`config.mk`:
```
export PLATFORM = sky130hd
export DESIGN_NAME = ser_tx_lsb
export DESIGN_NICKNAME = d
export VERILOG_FILES = /design/src/rtl/ser_tx_lsb.sv
export SDC_FILE = /design/constraint.sdc
export NUM_CORES = 1
export LEC_CHECK = 0
export CORE_MARGIN = 1
export CORE_UTILIZATION = 30
export CTS_BUF_LIST = sky130_fd_sc_hd__clkbuf_16
export DETAILED_ROUTE_END_ITERATION = 16
export MAX_ROUTING_LAYER = met4
export SYNTH_ARGS = -nofsm -noshare
export SYNTH_HDL_FRONTEND = slang
export SYNTH_SLANG_ARGS = --single-unit
export TNS_END_PERCENT = 10
```
`constraint.sdc`:
```
create_clock -name clk -period 5.9 [get_ports clk]
set_input_delay 0.885 -clock clk [delete_from_list [all_inputs] [get_ports clk]]
set_output_delay 0.885 -clock clk [all_outputs]
set_load 0.05 [all_outputs]
```
`src/rtl/ser_tx_lsb.sv`:
```
// LSB-first parallel-to-serial transmitter with one-word holding register and sof/eof strobes.
// Optional even-parity bit after each word when SER_TX_PARITY_EN is defined.
module ser_tx_lsb #(
    parameter int unsigned WIDTH = 8,
    parameter int unsigned GAP   = 0
) (
    input  logic             clk,
    input  logic             rst,
    input  logic [WIDTH-1:0] in_data,
    input  logic             in_valid,
    output logic             in_ready,
    output logic             ser_out,
    output logic             ser_valid,
    output logic             ser_sof,
    output logic             ser_eof,
    output logic             busy
);

    localparam int unsigned CW = (WIDTH > 1) ? $clog2(WIDTH) : 1;
    localparam logic [CW-1:0] LastBit = CW'(WIDTH - 1);
    localparam logic [3:0] GapLast = 4'((GAP == 0) ? 0 : GAP - 1);

    typedef enum logic [1:0] {
        StIdle  = 2'd0,
        StShift = 2'd1,
        StGap   = 2'd2
`ifdef SER_TX_PARITY_EN
        , StPar = 2'd3
`endif
    } state_e;

    state_e           state_q, state_d;
    logic [WIDTH-1:0] hold_q, hold_d;
    logic             hold_full_q, hold_full_d;
    logic [WIDTH-1:0] shreg_q, shreg_d;
    logic [CW-1:0]    cnt_q, cnt_d;
    logic [3:0]       gap_cnt_q, gap_cnt_d;
    logic             ser_out_q, ser_out_d;
    logic             ser_valid_q, ser_valid_d;
    logic             ser_sof_q, ser_sof_d;
    logic             ser_eof_q, ser_eof_d;
    logic             busy_q, busy_d;
`ifdef SER_TX_PARITY_EN
    logic             par_q, par_d;
`endif

    logic accept;
    logic load;
    logic end_frame;

    assign in_ready = ~hold_full_q;
    assign accept   = in_valid & ~hold_full_q;

    always_comb begin
        state_d     = state_q;
        hold_d      = hold_q;
        hold_full_d = hold_full_q;
        shreg_d     = shreg_q;
        cnt_d       = cnt_q;
        gap_cnt_d   = gap_cnt_q;
`ifdef SER_TX_PARITY_EN
        par_d       = par_q;
`endif
        load        = 1'b0;
        end_frame   = 1'b0;

        case (state_q)
            StIdle: begin
                if (hold_full_q) load = 1'b1;
            end
            StShift: begin
                if (cnt_q == LastBit) begin
`ifdef SER_TX_PARITY_EN
                    state_d = StPar;
`else
                    end_frame = 1'b1;
`endif
                end else begin
                    shreg_d = shreg_q >> 1;
                    cnt_d   = cnt_q + CW'(1);
                end
            end
`ifdef SER_TX_PARITY_EN
            StPar: begin
                end_frame = 1'b1;
            end
`endif
            StGap: begin
                if (gap_cnt_q == GapLast) begin
                    if (hold_full_q) load = 1'b1;
                    else             state_d = StIdle;
                end else begin
                    gap_cnt_d = gap_cnt_q + 4'd1;
                end
            end
            default: state_d = StIdle;
        endcase

        if (end_frame) begin
            if (GAP > 0) begin
                state_d   = StGap;
                gap_cnt_d = 4'd0;
            end else if (hold_full_q) begin
                load = 1'b1;
            end else begin
                state_d = StIdle;
            end
        end

        if (load) begin
            state_d     = StShift;
            shreg_d     = hold_q;
            cnt_d       = '0;
            hold_full_d = 1'b0;
`ifdef SER_TX_PARITY_EN
            par_d       = ^hold_q;
`endif
        end

        // A write in the same cycle as a reload keeps the register full.
        if (accept) begin
            hold_d      = in_data;
            hold_full_d = 1'b1;
        end

        // Outputs are registered from the next state so they line up with it.
        ser_valid_d = (state_d == StShift);
        ser_out_d   = (state_d == StShift) & shreg_d[0];
        ser_sof_d   = (state_d == StShift) && (cnt_d == '0);
`ifdef SER_TX_PARITY_EN
        ser_valid_d = ser_valid_d | (state_d == StPar);
        ser_out_d   = ser_out_d | ((state_d == StPar) & par_d);
        ser_eof_d   = (state_d == StPar);
`else
        ser_eof_d   = (state_d == StShift) && (cnt_d == LastBit);
`endif
        busy_d      = (state_d != StIdle) | hold_full_d;
    end

    always_ff @(posedge clk or posedge rst) begin
        if (rst) begin
            state_q     <= StIdle;
            hold_q      <= '0;
            hold_full_q <= 1'b0;
            shreg_q     <= '0;
            cnt_q       <= '0;
            gap_cnt_q   <= '0;
            ser_out_q   <= 1'b0;
            ser_valid_q <= 1'b0;
            ser_sof_q   <= 1'b0;
            ser_eof_q   <= 1'b0;
            busy_q      <= 1'b0;
`ifdef SER_TX_PARITY_EN
            par_q       <= 1'b0;
`endif
        end else begin
            state_q     <= state_d;
            hold_q      <= hold_d;
            hold_full_q <= hold_full_d;
            shreg_q     <= shreg_d;
            cnt_q       <= cnt_d;
            gap_cnt_q   <= gap_cnt_d;
            ser_out_q   <= ser_out_d;
            ser_valid_q <= ser_valid_d;
            ser_sof_q   <= ser_sof_d;
            ser_eof_q   <= ser_eof_d;
            busy_q      <= busy_d;
`ifdef SER_TX_PARITY_EN
            par_q       <= par_d;
`endif
        end
    end

    assign ser_out   = ser_out_q;
    assign ser_valid = ser_valid_q;
    assign ser_sof   = ser_sof_q;
    assign ser_eof   = ser_eof_q;
    assign busy      = busy_q;

endmodule

```
After elaboration in Yosys (flattened, before gate mapping)
Index checks and enable logic that the tools add are counted.
{"block": "word_totals", "in_bits": 11, "elab_cells": 56, "regBits": 31, "output_inout_bits": 6}
{"block": "classes", "mux": 21, "add_sub_neg": 2, "eq_ne": 6, "reduce_logical": 10, "bitwise_logic": 5}
{"op": "2-to-1 mux 8 bit", "count": 3}
{"op": "2-to-1 mux 2 bit", "count": 5}
{"op": "2-to-1 mux 3 bit", "count": 3}
{"op": "2-to-1 mux 1 bit", "count": 8}
{"op": "equality test 3 bit, second input constant", "count": 2}
{"op": "adder 4 x 1 -> 4 bit, second input constant", "count": 1}
{"op": "equality test 2 x 1 -> 1 bit, second input constant", "count": 2}
{"op": "zero test 4 bit", "count": 1}
{"op": "case mux 2 bit (2 select lines)", "count": 1}
{"op": "AND reduction 2 bit", "count": 2}
{"op": "nonzero test 2 bit", "count": 2}
{"op": "adder 3 x 1 -> 3 bit, second input constant", "count": 1}
{"op": "zero test 3 bit", "count": 1}
{"op": "AND 1 bit", "count": 2}
{"op": "equality test 2 bit, second input constant", "count": 1}
{"op": "logical AND 1 bit", "count": 2}
{"op": "zero test 2 bit", "count": 1}
{"op": "!= test 2 bit, second input constant", "count": 1}
{"op": "NOT 1 bit", "count": 2}
{"op": "case mux 1 bit (2 select lines)", "count": 1}
{"op": "OR reduction 2 bit", "count": 1}
{"op": "bitwise OR 1 bit", "count": 1}

Longest topological paths before layout
{"block": "logic_depth", "depth_word": 8, "ltp_mapped": 7, "ltp_nobuf": 6}

Worst setup path after synthesis
Ideal clock, no wire load.
{"block": "synth_path", "path_type": "flip-flop to flip-flop", "startpoint": "reg gap_cnt_q[0]", "endpoint": "reg busy_q, in the netlist busy", "arrival_time_ns": 1.709, "setup_time_ns": 0.139, "required_time_ns": 5.761, "setup_slack_ns": 4.052, "synth_period_minus_slack_ns": 1.848, "path_stages_with_launch": 7, "path_buffers": 1, "cell_sequence": "dfrtp_1 > inv_1 > ha_1 > or3b_4 > and3b_1 > buf_6 > or4_4"}
{"block": "synth_between", "elab_chain_len": 8, "word_cells_on_any_way": 14, "classes_between": "mux: 11; bitwise: 1; reduce/logical: 2"}
{"element": "from (decl)", "line": "37", "source": "logic [3:0] gap_cnt_q, gap_cnt_d;"}
{"element": "from (signal assigned)", "line": "162", "source": "gap_cnt_q <= gap_cnt_d;"}
{"element": "zero test 4 bit *", "line": "89", "source": "if (gap_cnt_q == GapLast) begin"}
{"element": "2-to-1 mux 2 bit or 2-to-1 mux 1 bit (tied branches)", "line": "89"}
{"element": "case mux 2 bit (2 select lines) or case mux 1 bit (2 select lines) (tied branches)", "line": "67", "source": "case (state_q)"}
{"element": "2-to-1 mux 2 bit or 2-to-1 mux 1 bit (tied branches)", "line": "103", "source": "end else if (hold_full_q) begin"}
{"element": "2-to-1 mux 2 bit or 2-to-1 mux 1 bit (tied branches)", "line": "99", "source": "if (end_frame) begin"}
{"element": "2-to-1 mux 2 bit *", "line": "110", "source": "if (load) begin"}
{"element": "via state_d[1]", "line": "32", "source": "state_e state_q, state_d;"}
{"element": "nonzero test 2 bit *", "line": "137", "source": "busy_d = (state_d != StIdle) | hold_full_d;"}
{"element": "bitwise OR 1 bit *", "line": "137"}
{"element": "via busy_d", "line": "42", "source": "logic busy_q, busy_d;"}
{"element": "to (signal assigned)", "line": "167", "source": "busy_q <= busy_d;"}
{"element": "to (decl)", "line": "42"}
The timed path passes the listed nets; every way through them passes the cells marked *.
A chain may end at the register's enable or synchronous reset.

Worst setup path in the final report
{"block": "layout_path", "startpoint": "reg hold_full_q", "endpoint": "out in_ready"}
{"block": "layout_between", "elab_chain_len": 1}
{"element": "from (decl)", "line": "34", "source": "logic hold_full_q, hold_full_d;"}
{"element": "from (signal assigned)", "line": "159", "source": "hold_full_q <= hold_full_d;"}
{"element": "NOT 1 bit", "line": "51", "source": "assign in_ready = ~hold_full_q;"}
{"element": "to (decl)", "line": "11", "source": "output logic in_ready,"}
Every way passes these cells.

==> results.cfg <==
[outcome]
status = complete, no violations

[detailed_routing]
vias_per_cell = 4.734
drc = 0
drtAntennaViolNets = 0
dr.pass1.iters = 4
num_vias = 800
drt_wl_total_um = 2170
post_drt_wl_per_cell_um = 12.84
drtIter0Drc = 33

[synthesis]
netlist_area_um2 = 1277
synth_top_cell_by_area = dfrtp_1
yosysSeqAreaShare = 0.5877
synth_area_leaders = dfrtp_1 59%, mux2_2 7.1%, a21o_1 4.1%
synth.top_cell.area_share = 0.5877
ys_types = 27
synth_nets = 113
ys_warn_count = 0
synthCells = 99
avgSynthCellArea_um2 = 12.90
synth-seq-cells = 30

[clock_tree]
cts-resized-gates = 0
cts_tree = built
ctsHtreeMaxLevel = 2
insertion_delay_ps = 270
post_cts_buffers = 0
hold_buffers = 0
cts-buffers-inserted = 5
clk_pin_slew_ps = 50
clk_path_buf_depth = 2
clockRootBuffer = clkbuf_16
cts.sinks = 30

[grt]
grt_overflow = 0
grt_util_all_layers = 0.1245
use_met2 = 0.2000
grt_pass1_vias = 820
use_met1 = 0.1247
grt-busiest-layer = met2
grt_pass1_wl_um = 3808
grt_max_degree = 31
grt.met3_usage = 0.04561
antenna_found_initial = 0

[sta]
fin_crit_sh = 0.4314
fmax_mhz = 392.9
period_minus_slack_ps = 2545
maxSlewHeadroom = 0.2558
fin_setup_tns_ps = 0
hold_viol = 0
setup_viol = 0
rsz0062_at_grt = no
worst_pin_slew_ps = 1115
fin_worst_skew_ps = 1.759
fin_ws_ps = 3355
slew_violations = 0

[floorplanning]
io_pins = 17
num_rows = 23
core_um2 = 4058
dieArea_um2 = 4523
die_w_um = 67.26
initial_core_util = 0.3148
die_h_um = 67.26

[finish]
n_antenna_cell = 0
nNetsFinal = 132
instances_no_fill = 169
area_delta_synth_final_pct = 25.66
final_cell_mix = 30 x dfrtp_1, 16 x clkdlybuf4s50_1, 8 x mux2_2
drive_gt1_frac = 0.1429
layout_commonest_cell = dfrtp_1

[power_and_ir_drop]
power.static_leakage_nw = 0.7464
vdd_drop_max_mv = 0.1905
p_per_area_nw_per_um2 = 538.5

[worst_setup_path]
critPathArrivalTime_ps = 1660
slowest_stage = clkdlybuf4s50_1
critPathKind = flop to primary output
crit_chain = inv_1 -> clkdlybuf4s50_1
crit_family = buffers and inverters
required_ps = 5020
endpoint_kind = primary output
cp_slowest_stage_delay_ps = 830
path_buf_inv = 2
startpoint_type = flop
worst-path-max-fanout = 5

[job]
maxCapViolations = 0

[hold_path]
min_path_type = flop to flop

[placement]
dp_hpwl_um = 1453
dp.cells = 161
place_congestion = 0.7518
post-place-ws_ps = 3337
numPortBuffers = 16
path summary, 6_finish.rpt:
kind                         startpoint      endpoint  slack, ps  cells past startpoint
setup / recovery            hold_full_q      in_ready       3350                      2
hold / removal               shreg_q[1]    shreg_q[1]        480                      1
setup reg to reg           gap_cnt_q[0]    shreg_q[5]       3740                      6
hold reg to reg              shreg_q[1]    shreg_q[1]        480                      1
max in group asynchronous           rst  gap_cnt_q[3]       4030                      2
min in group asynchronous           rst    shreg_q[1]       1200                      2
metrics by stage:
stage	power, mW	instance area [um2]	hold slack (ps)	utilization
after detailed placement	0.6365	1469	465.2	0.3620
after global routing	0.9201	1605	498.8	0.3956
after floorplan	0.5678	1277	433.9	-
final	0.8644	1605	477.7	0.3956
after CTS	0.8754	1605	476.9	0.3956
after global placement	0.6221	1469	457.7	0.3620
final cells by class:
cell class,instances,area [um2]
Clock buffer,5,125.1
Clock inverter,3,11.26
Fill cell,385,2452
Inverter,7,26.28
Multi-Input combinational cell,58,469.2
Sequential cell,30,750.7
Tap cell,50,62.56
Timing Repair Buffer,16,160.2
synth_stat cells, drive strengths merged:
cell	count
a21boi	1
a21o	7
a21oi	2
a22o	6
and3b	1
buf	3
clkbuf	1
dfrtp	30
ha	3
inv	7
mux2	8
mux2i	1
nand2	6
nand2b	2
nand4	1
nor2	4
nor2b	2
nor4b	2
o21ai	1
o21bai	1
o31ai	1
o32a	1
o32ai	1
or3b	1
or4	1
xnor2	5
layer usage:
layer / routed length [um] / part of all wire / vias up
li1: - / - / 383
met1: 915 / 0.42 / 399
met2: 1117 / 0.51 / 12
met3: 78 / 0.036 / 6
met4: 59 / 0.027 / 0
met5: 0 / 0 / -
flip-flops by register name, indices dropped and copies added, names as in the netlist:
signal and count:
state_q 2, shreg_q 7, ser_eof 1, busy 1, hold_full_q 1, cnt_q 3, hold_q 8, ser_valid 1
ser_out 1, ser_sof 1, gap_cnt_q 4
logic make-up (layout without fill, tap and decap cells):
family,count (synthesis),after routing,synth area share
buffers and inverters,11,31,0.04505
AO/OA/AOI/OAI,21,21,0.1332
multiplexers,9,9,0.07836
XOR/XNOR,5,5,0.03428
adder cells (fa/ha/maj),3,3,0.02939
AND/OR/NAND/NOR,20,20,0.09206
flip-flops,30,30,0.5877
report_power, final:
part	total, mW	switching (mW)	internal [mW]
Combinational	0.305	0.162	0.143
Sequential	0.325	0.0436	0.282
Clock	0.234	0.0827	0.151
worst reg2reg max path: cells and delay by family, from the launching register on:
family / cells / cell delay (ps)
adder cells (fa/ha/maj): 1 / 140
buffers and inverters: 1 / 100
flip-flops: 1 / 390
AO/OA/AOI/OAI: 3 / 1070
AND/OR/NAND/NOR: 1 / 390
Power figures use the tool's default switching activity.
